[src/rtl/risc16_prog_loader.sv]
// Streaming program/data loader: parses a tagged frame, writes payload words into
// the selected memory and validates a trailing additive checksum.
module risc16_prog_loader #(
  parameter int         WORD_LENGTH  = 16,
  parameter int         PROGRAM_SIZE = 20,
  parameter int         DATA_SIZE    = 20,
  parameter logic [7:0] MAGIC        = 8'hA5
) (
  input  logic                   clk,
  input  logic                   rst,
  input  logic                   in_valid,
  input  logic [WORD_LENGTH-1:0] in_data,
  output logic                   in_ready,
  input  logic                   abort,
  output logic                   mem_we,
  output logic                   mem_sel,
  output logic [15:0]            mem_addr,
  output logic [WORD_LENGTH-1:0] mem_wdata,
  output logic                   pen,
  output logic                   cpu_rst,
  output logic                   done,
  output logic                   err,
  output logic [1:0]             err_code
);

  localparam logic [2:0] IDLE     = 3'd0;
  localparam logic [2:0] HDR_ADDR = 3'd1;
  localparam logic [2:0] HDR_LEN  = 3'd2;
  localparam logic [2:0] LOAD     = 3'd3;
  localparam logic [2:0] CHECK    = 3'd4;
  localparam logic [2:0] DONE     = 3'd5;
  localparam logic [2:0] ERR      = 3'd6;

  logic [2:0]             state_q, state_d;
  logic                   tgt_q, tgt_d;
  logic [15:0]            addr_q, addr_d;
  logic [15:0]            cnt_q, cnt_d;
  logic [WORD_LENGTH-1:0] csum_q, csum_d;
  logic                   pen_q, pen_d;
  logic                   cpu_rst_q, cpu_rst_d;
  logic [1:0]             err_code_q, err_code_d;
  logic                   mem_we_q, mem_we_d;
  logic                   mem_sel_q, mem_sel_d;
  logic [15:0]            mem_addr_q, mem_addr_d;
  logic [WORD_LENGTH-1:0] mem_wdata_q, mem_wdata_d;

  logic        xfer;
  logic [16:0] end_addr, mem_size;

  assign in_ready = (state_q != DONE) && (state_q != ERR);
  assign xfer     = in_valid && in_ready;
  // 17-bit sum so a start near 0xFFFF cannot wrap past the range check
  assign end_addr = {1'b0, addr_q} + {1'b0, in_data[15:0]};
  assign mem_size = tgt_q ? 17'(DATA_SIZE) : 17'(PROGRAM_SIZE);

  always_comb begin
    state_d     = state_q;
    tgt_d       = tgt_q;
    addr_d      = addr_q;
    cnt_d       = cnt_q;
    csum_d      = csum_q;
    pen_d       = pen_q;
    err_code_d  = err_code_q;
    mem_we_d    = 1'b0;
    mem_sel_d   = mem_sel_q;
    mem_addr_d  = mem_addr_q;
    mem_wdata_d = mem_wdata_q;
    if (abort && state_q != IDLE) begin
      state_d = IDLE;
      pen_d   = 1'b0;
    end else begin
      case (state_q)
        IDLE: if (xfer) begin
          if (in_data[15:8] == MAGIC) begin
            tgt_d      = in_data[0];
            err_code_d = 2'd0;
            csum_d     = '0;
            pen_d      = 1'b1;
            state_d    = HDR_ADDR;
          end else begin
            err_code_d = 2'd1;
            state_d    = ERR;
          end
        end
        HDR_ADDR: if (xfer) begin
          addr_d  = in_data[15:0];
          state_d = HDR_LEN;
        end
        HDR_LEN: if (xfer) begin
          if (in_data[15:0] == 16'd0 || end_addr > mem_size) begin
            err_code_d = 2'd2;
            state_d    = ERR;
          end else begin
            cnt_d   = in_data[15:0];
            state_d = LOAD;
          end
        end
        LOAD: if (xfer) begin
          mem_we_d    = 1'b1;
          mem_sel_d   = tgt_q;
          mem_addr_d  = addr_q;
          mem_wdata_d = in_data;
          addr_d      = addr_q + 16'd1;
          cnt_d       = cnt_q - 16'd1;
          csum_d      = csum_q + in_data;
          if (cnt_q == 16'd1) state_d = CHECK;
        end
        CHECK: if (xfer) begin
          if (in_data == csum_q) begin
            state_d = DONE;
          end else begin
            err_code_d = 2'd3;
            state_d    = ERR;
          end
        end
        DONE, ERR: begin
          state_d = IDLE;
          pen_d   = 1'b0;
        end
        default: state_d = IDLE;
      endcase
    end
    // core hold trails pen by one cycle on release
    cpu_rst_d = pen_d | pen_q;
  end

  always_ff @(posedge clk or negedge rst) begin
    if (!rst) begin
      state_q     <= IDLE;
      tgt_q       <= 1'b0;
      addr_q      <= '0;
      cnt_q       <= '0;
      csum_q      <= '0;
      pen_q       <= 1'b0;
      cpu_rst_q   <= 1'b0;
      err_code_q  <= 2'd0;
      mem_we_q    <= 1'b0;
      mem_sel_q   <= 1'b0;
      mem_addr_q  <= '0;
      mem_wdata_q <= '0;
    end else begin
      state_q     <= state_d;
      tgt_q       <= tgt_d;
      addr_q      <= addr_d;
      cnt_q       <= cnt_d;
      csum_q      <= csum_d;
      pen_q       <= pen_d;
      cpu_rst_q   <= cpu_rst_d;
      err_code_q  <= err_code_d;
      mem_we_q    <= mem_we_d;
      mem_sel_q   <= mem_sel_d;
      mem_addr_q  <= mem_addr_d;
      mem_wdata_q <= mem_wdata_d;
    end
  end

  assign mem_we    = mem_we_q;
  assign mem_sel   = mem_sel_q;
  assign mem_addr  = mem_addr_q;
  assign mem_wdata = mem_wdata_q;
  assign pen       = pen_q;
  assign cpu_rst   = cpu_rst_q;
  assign err_code  = err_code_q;
  assign done      = (state_q == DONE);
  assign err       = (state_q == ERR);

endmodule
[config.mk]
export PLATFORM = sky130hd
export DESIGN_NAME = risc16_prog_loader
export DESIGN_NICKNAME = d
export VERILOG_FILES = /design/src/rtl/risc16_prog_loader.sv
export SDC_FILE = /design/constraint.sdc
export NUM_CORES = 1
export LEC_CHECK = 0
export ABC_AREA = 1
export BUFFER_PORTS_ARGS = -buffer_cell sky130_fd_sc_hd__buf_2
export CAP_MARGIN = 10
export CELL_PAD_IN_SITES_DETAIL_PLACEMENT = 0
export CELL_PAD_IN_SITES_GLOBAL_PLACEMENT = 1
export CORE_MARGIN = 1
export CORE_UTILIZATION = 48
export CTS_BUF_LIST = sky130_fd_sc_hd__clkbuf_8
export CTS_CLUSTER_SIZE = 20
export DETAILED_ROUTE_END_ITERATION = 8
export PLACE_DENSITY_LB_ADDON = 0.1
export SLEW_MARGIN = 25
export SYNTH_ARGS = -nofsm -noshare
export SYNTH_HDL_FRONTEND = slang
export SYNTH_SLANG_ARGS = --single-unit
[constraint.sdc]
create_clock -name clk -period 3.79 [get_ports clk]
set_input_delay 1.137 -clock clk [delete_from_list [all_inputs] [get_ports clk]]
set_output_delay 1.137 -clock clk [all_outputs]
set_load 0.05 [all_outputs]
---- Word-level counts from Yosys, hierarchy flattened ----
Index checks and enable logic that the tools add are counted.
word-level totals
  bits in registers ....................... 90
  output and inout bits ................... 41
  word-level logic and storage cells ...... 100
cells by class
  add/sub/neg operators ................... 4
  order comparisons ....................... 1
  equality and inequality tests ........... 26
  mux-type cells .......................... 36
  bitwise operators ....................... 2
  reduce and logical (&&, ||, !) cells .... 19
operators with widths
  cell                                                            number
  two-way mux 16 bit                                              8
  case mux 16 bit (2 select lines)                                3
  two-way mux 3 bit                                               9
  != test 3 bit, second input constant                            8
  != test 2 bit, second input constant                            9
  adder 16 x 16 -> 17 bit                                         1
  greater-than comparator 17 x 5 -> 1 bit, second input constant  1
  adder 16 x 1 -> 16 bit, second input constant                   1
  adder 16 bit                                                    1
  == test 16 x 1 -> 1 bit, second input constant                  1
  == test 16 bit                                                  1
  zero test 16 bit                                                1
  subtractor 16 x 1 -> 16 bit, second input constant              1
  case mux 3 bit (5 select lines)                                 1
  two-way mux 2 bit                                               6
  AND reduction 5 bit                                             2
  == test 3 bit, second input constant                            3
  == test 8 bit, second input constant                            1
  AND reduction 4 bit                                             2
  two-way mux 1 bit                                               7
  AND reduction 7 bit                                             1
  == test 3 x 2 -> 1 bit, second input constant                   2
  case mux 2 bit (3 select lines)                                 1
  AND reduction 6 bit                                             1
  11 further kinds                                                16

---- Logic depth before layout (Yosys ltp) ----
  depth after elaboration ................. 7
  gate-level depth with buffers ........... 20
  mapped depth without buffers ............ 19

---- Worst setup path after synthesis ----
No wires, ideal clock.
  path type ............................... in2reg
  start ................................... input port in_data[0]
  end ..................................... register cnt_q[12]
  arrival ................................. 3,028 ps
  setup slack ............................. 645 ps
  stages .................................. 17
  buffers on the path ..................... 1
  cells stage by stage .................... ha_1 fa_1 nand3_1 nand2_1 nand2_1 nand2_1 nand3b_1 nand2_1 nor2_1 nand2_1 nor2_2 nand3_2 nand2_4 nand2_4 buf_6 nand2_1 nand2_1
between the ends
  cells in the longest elaborated chain, start to end .. 5
RTL lines
  element                                  line  RTL
  start: declaration                       12    input logic [WORD_LENGTH-1:0] in_data,
  adder 16 x 16 -> 17 bit                  53    assign end_addr = {1'b0, addr_q} + {1'b0, in_data[15:0]};
  greater-than comparator 17 x 5 -> 1 bit  90    if (in_data[15:0] == 16'd0 || end_addr > mem_size) begin
  logical OR 1 bit *                       90
  != test 2 bit (no source line) *         n/a
  AND reduction 5 bit (no source line) *   n/a
  end signal: assignment                   145   cnt_q <= cnt_d;
  end: declaration                         37    logic [15:0] cnt_q, cnt_d;
Every way passes the cells marked *; elsewhere a longest branch is shown, timed or not.
A chain may end at the register's enable or synchronous reset.

---- Final worst setup path ----
  start ................................... input port in_data[0]
  end ..................................... register cnt_q[3]
The elaborated chain is that of the path after synthesis.

==> reports/qor.csv <==
metric,value,unit
status,"finished, final reports clean",
average vias per placed instance,5.244,
GRT Total Usage,0.2752,
Setup Skew,0.009602,ns
hpwl dp,13440,um
vias in the first global route,5584,
Synth area leader,dfrtp_1,
Max IR drop VDD,0.3493,mV
Synth Flop Type,dfrtp_1,
Synthesis Warnings,0,
Finish-stage setup viols,0,
Antenna Violating Nets Remaining,0,
Post-synth EDFFs,0,
FILL cells,1303,
Synth Area in XOR/XNOR,0.02078,
RSZ-0062 raised after global routing,no,
drt drc,0,
WS Path Type,primary input to flip-flop,
setup tns final,0,ns
Syn Nets,983,
Post-Synth Simple-Gate Area,0.3474,
Via Count,6115,
CTS max path bufs,2,
clock root buffer,clkbuf_8,
die height,116.8,um
diode count,0,
CTS Sinks,90,
crit path time final,3.054,ns
PortBufs,60,
effective utilization at floorplan,0.4969,
final core utilization,0.5516,
CP Launch Type,primary input,
main combinational cell family by area after synthesis,simple AND/OR/NAND/NOR gates,
CTS Hold Buffers Added,0,
Required @ worst endpoint,4.12,ns
first-pass GRT wire length,28260,um
post-synthesis sequential area ratio,0.3563,
initial antenna violation count,0,
Crit. End Element,flip-flop,
LEAKAGE,3.877,nW
Avg Inst Size Synth,6.819,um^2
Site Rows,41,
Hold WC Path Type,flip-flop to flip-flop,
area delta synth->final,11.03,%
CP arrival,3.39,ns
core area,12720,um^2
synth unique cells,43,
Synth top area share,0.3563,
routed wire length,17520,um
routability congestion estimate,0.9110,
max cap viols,0,
Synth Cell Area,6321,um^2
multiplexer area fraction after synthesis,0.001781,
Num CTS Buffers,9,
crit-path max FO,12,
register bit total from synthesis,90,
CTS tree,done,
Skew-Pair Late Insertion Delay,0.39,ns
power per cell area,381.2,nW/um^2
adder-cell area share of the yosys netlist,0.07363,
cts repair resizes,0,
main area contributors after synthesis,"dfrtp_1 36%, nand2_1 18%, ha_1 6.7%, inv_1 6.7%, nand3_1 5.5%",
# nets final,1045,
WL per Instance,15.02,um
CTS clock-pin slew for the worst setup and hold paths,0.09,ns
layout cells sized above 1,0.1167,
max-slew violation count,0,
largest net degree at the start of global routing,54,
Syn Inst Count,927,
Detailed Route Iter0 Violations,372,
Die W,116.8,um
Final period util,0.8059,
htree depth,3,
endpoints failing hold,0,
# IOs,61,
Post-CTS Setup Bufs,0,
achievable clock frequency,327.4,MHz
relative slew slack,0.3991,
Synth async-reset ratio,1.000,
die area,13630,um^2
DRT Pass-1 Iters,6,
Compound-Gate Fraction of Synth Area,0.1128,
Congestion Overflow GR,0,
Worst-Margin Slew,0.8944,ns
-- placed cells by master (no fill, tap or decap), types with 2 or more instances in the layout --
cell / instances
a21oi_1: 35
clkbuf_8: 9
nand3_1: 69
nor3_1: 15
and2_1: 3
nand2_2: 3
nand2_1: 299
inv_2: 5
nand2_4: 2
buf_2: 59
nor4_1: 7
o21bai_1: 2
nand3b_1: 5
buf_4: 13
inv_1: 114
nor2_1: 81
inv_6: 3
xor2_1: 11
a21boi_0: 2
o211ai_1: 2
a32oi_1: 2
o21ai_0: 54
a21o_1: 2
xnor2_1: 4
or2_2: 4
fa_1: 2
ha_1: 34
dfrtp_1: 90
nand3_2: 2
o21ai_1: 17
nor2_2: 7
nand4_1: 13
a31oi_1: 10
-- critical path: stages --
cell	delay, ns
buf_2	0.14
ha_1	0.25
fa_1	0.44
nand3_1	0.13
nand2_1	0.07
nand2_1	0.08
nand2_1	0.08
nand3b_1	0.09
nand2_1	0.05
nor2_1	0.09
nand2_1	0.07
nor2_2	0.13
nand3_2	0.11
nand2_4	0.12
buf_4	0.21
nand3_1	0.10
nand2_1	0.07
-- cell usage after synthesis, types with 2 or more instances --
cell / instances
ha_1: 34
nand3b_1: 5
xor2_1: 11
a31oi_1: 10
a21oi_1: 35
o211ai_1: 2
xnor2_1: 4
nor2_2: 6
or2_2: 4
clkbuf_1: 8
o21bai_1: 2
o21ai_0: 54
nand2_1: 299
inv_2: 5
nor4_1: 7
a21o_1: 2
nor2_1: 82
nor3_1: 15
nand2_4: 2
a21boi_0: 2
o21ai_1: 17
dfrtp_1: 90
nand2_2: 3
nand3_2: 2
buf_2: 12
nand4_1: 13
fa_1: 2
and2_1: 3
nand3_1: 69
a32oi_1: 2
inv_1: 113
-- flip-flops by register name, summed over array words and instances, names as in the netlist --
register	flops
csum_q	16
mem_addr	16
tgt_q	1
state_q	3
err_code	2
mem_wdata	16
mem_we	1
mem_sel	1
pen	1
cpu_rst	1
cnt_q	16
addr_q	16
-- report_power, final --
| part | leakage [nW] | internal [mW] | switching (mW) |
|---|---|---|---|
| Combinational | 2.58 | 0.285 | 0.583 |
| Clock | 0.0918 | 0.243 | 0.376 |
| Sequential | 1.21 | 1.07 | 0.116 |
-- through the flow --
stage	worst slack, ns	std cells	hold WS [ns]	cell area (um^2)	power (mW)
2_1_floorplan	0.6452	927	0.4419	6321	1.838
3_3_place_gp	0.3979	1150	0.4492	6843	2.074
3_5_place_dp	0.3413	1150	0.4540	6843	2.074
4_1_cts	0.7572	1166	0.4767	7018	2.696
5_1_grt	0.5142	1166	0.4992	7018	2.869
6_report	0.7358	1166	0.4712	7018	2.675
-- routing by layer --
metal  routed length, um  track usage  up-vias
met2                7805       0.4351      149
met3                 835      0.03944       29
met5                   0            0        -
li1                    -            -     3129
met4                 504       0.1190        0
met1                8373       0.3757     2808
-- worst paths after layout --
| kind | startpoint | end | slack (ns) | cells past startpoint |
|---|---|---|---|---|
| setup / recovery | in_data[0] | cnt_q[3] | 0.74 | 17 |
| hold / removal | mem_wdata[9] | mem_wdata[9] | 0.47 | 2 |
| setup reg to reg | addr_q[0] | cnt_q[3] | 1.08 | 16 |
| hold reg to reg | mem_wdata[9] | mem_wdata[9] | 0.47 | 2 |
| max in group asynchronous | rst | addr_q[9] | 2.43 | 2 |
| min in group asynchronous | rst | addr_q[2] | 0.71 | 1 |
-- logic make-up (layout without fill, tap and decap cells) --
group	Yosys count	count (layout)
and+or+nand+nor	514	514
buffers and inverters	140	207
DFF	90	90
xor gates and xnor gates	15	15
adders and majority gates	36	36
AOI/OAI and AO/OA	131	131
muxes	1	1
-- area by class of cell --
| class | count | area (um^2) | share of cell area |
|---|---|---|---|
| inverters | 118 | 442.9 | 0.06311 |
| clock buffers | 9 | 123.9 | 0.01765 |
| clock inverters | 7 | 51.30 | 0.007310 |
| repair buffers | 73 | 412.9 | 0.05883 |
| well taps | 172 | 215.2 | 0.03066 |
| multi-input cells | 697 | 3520 | 0.5015 |
| flip-flops and latches | 90 | 2252 | 0.3209 |
Note: power is estimated with default switching activity, not from simulation.
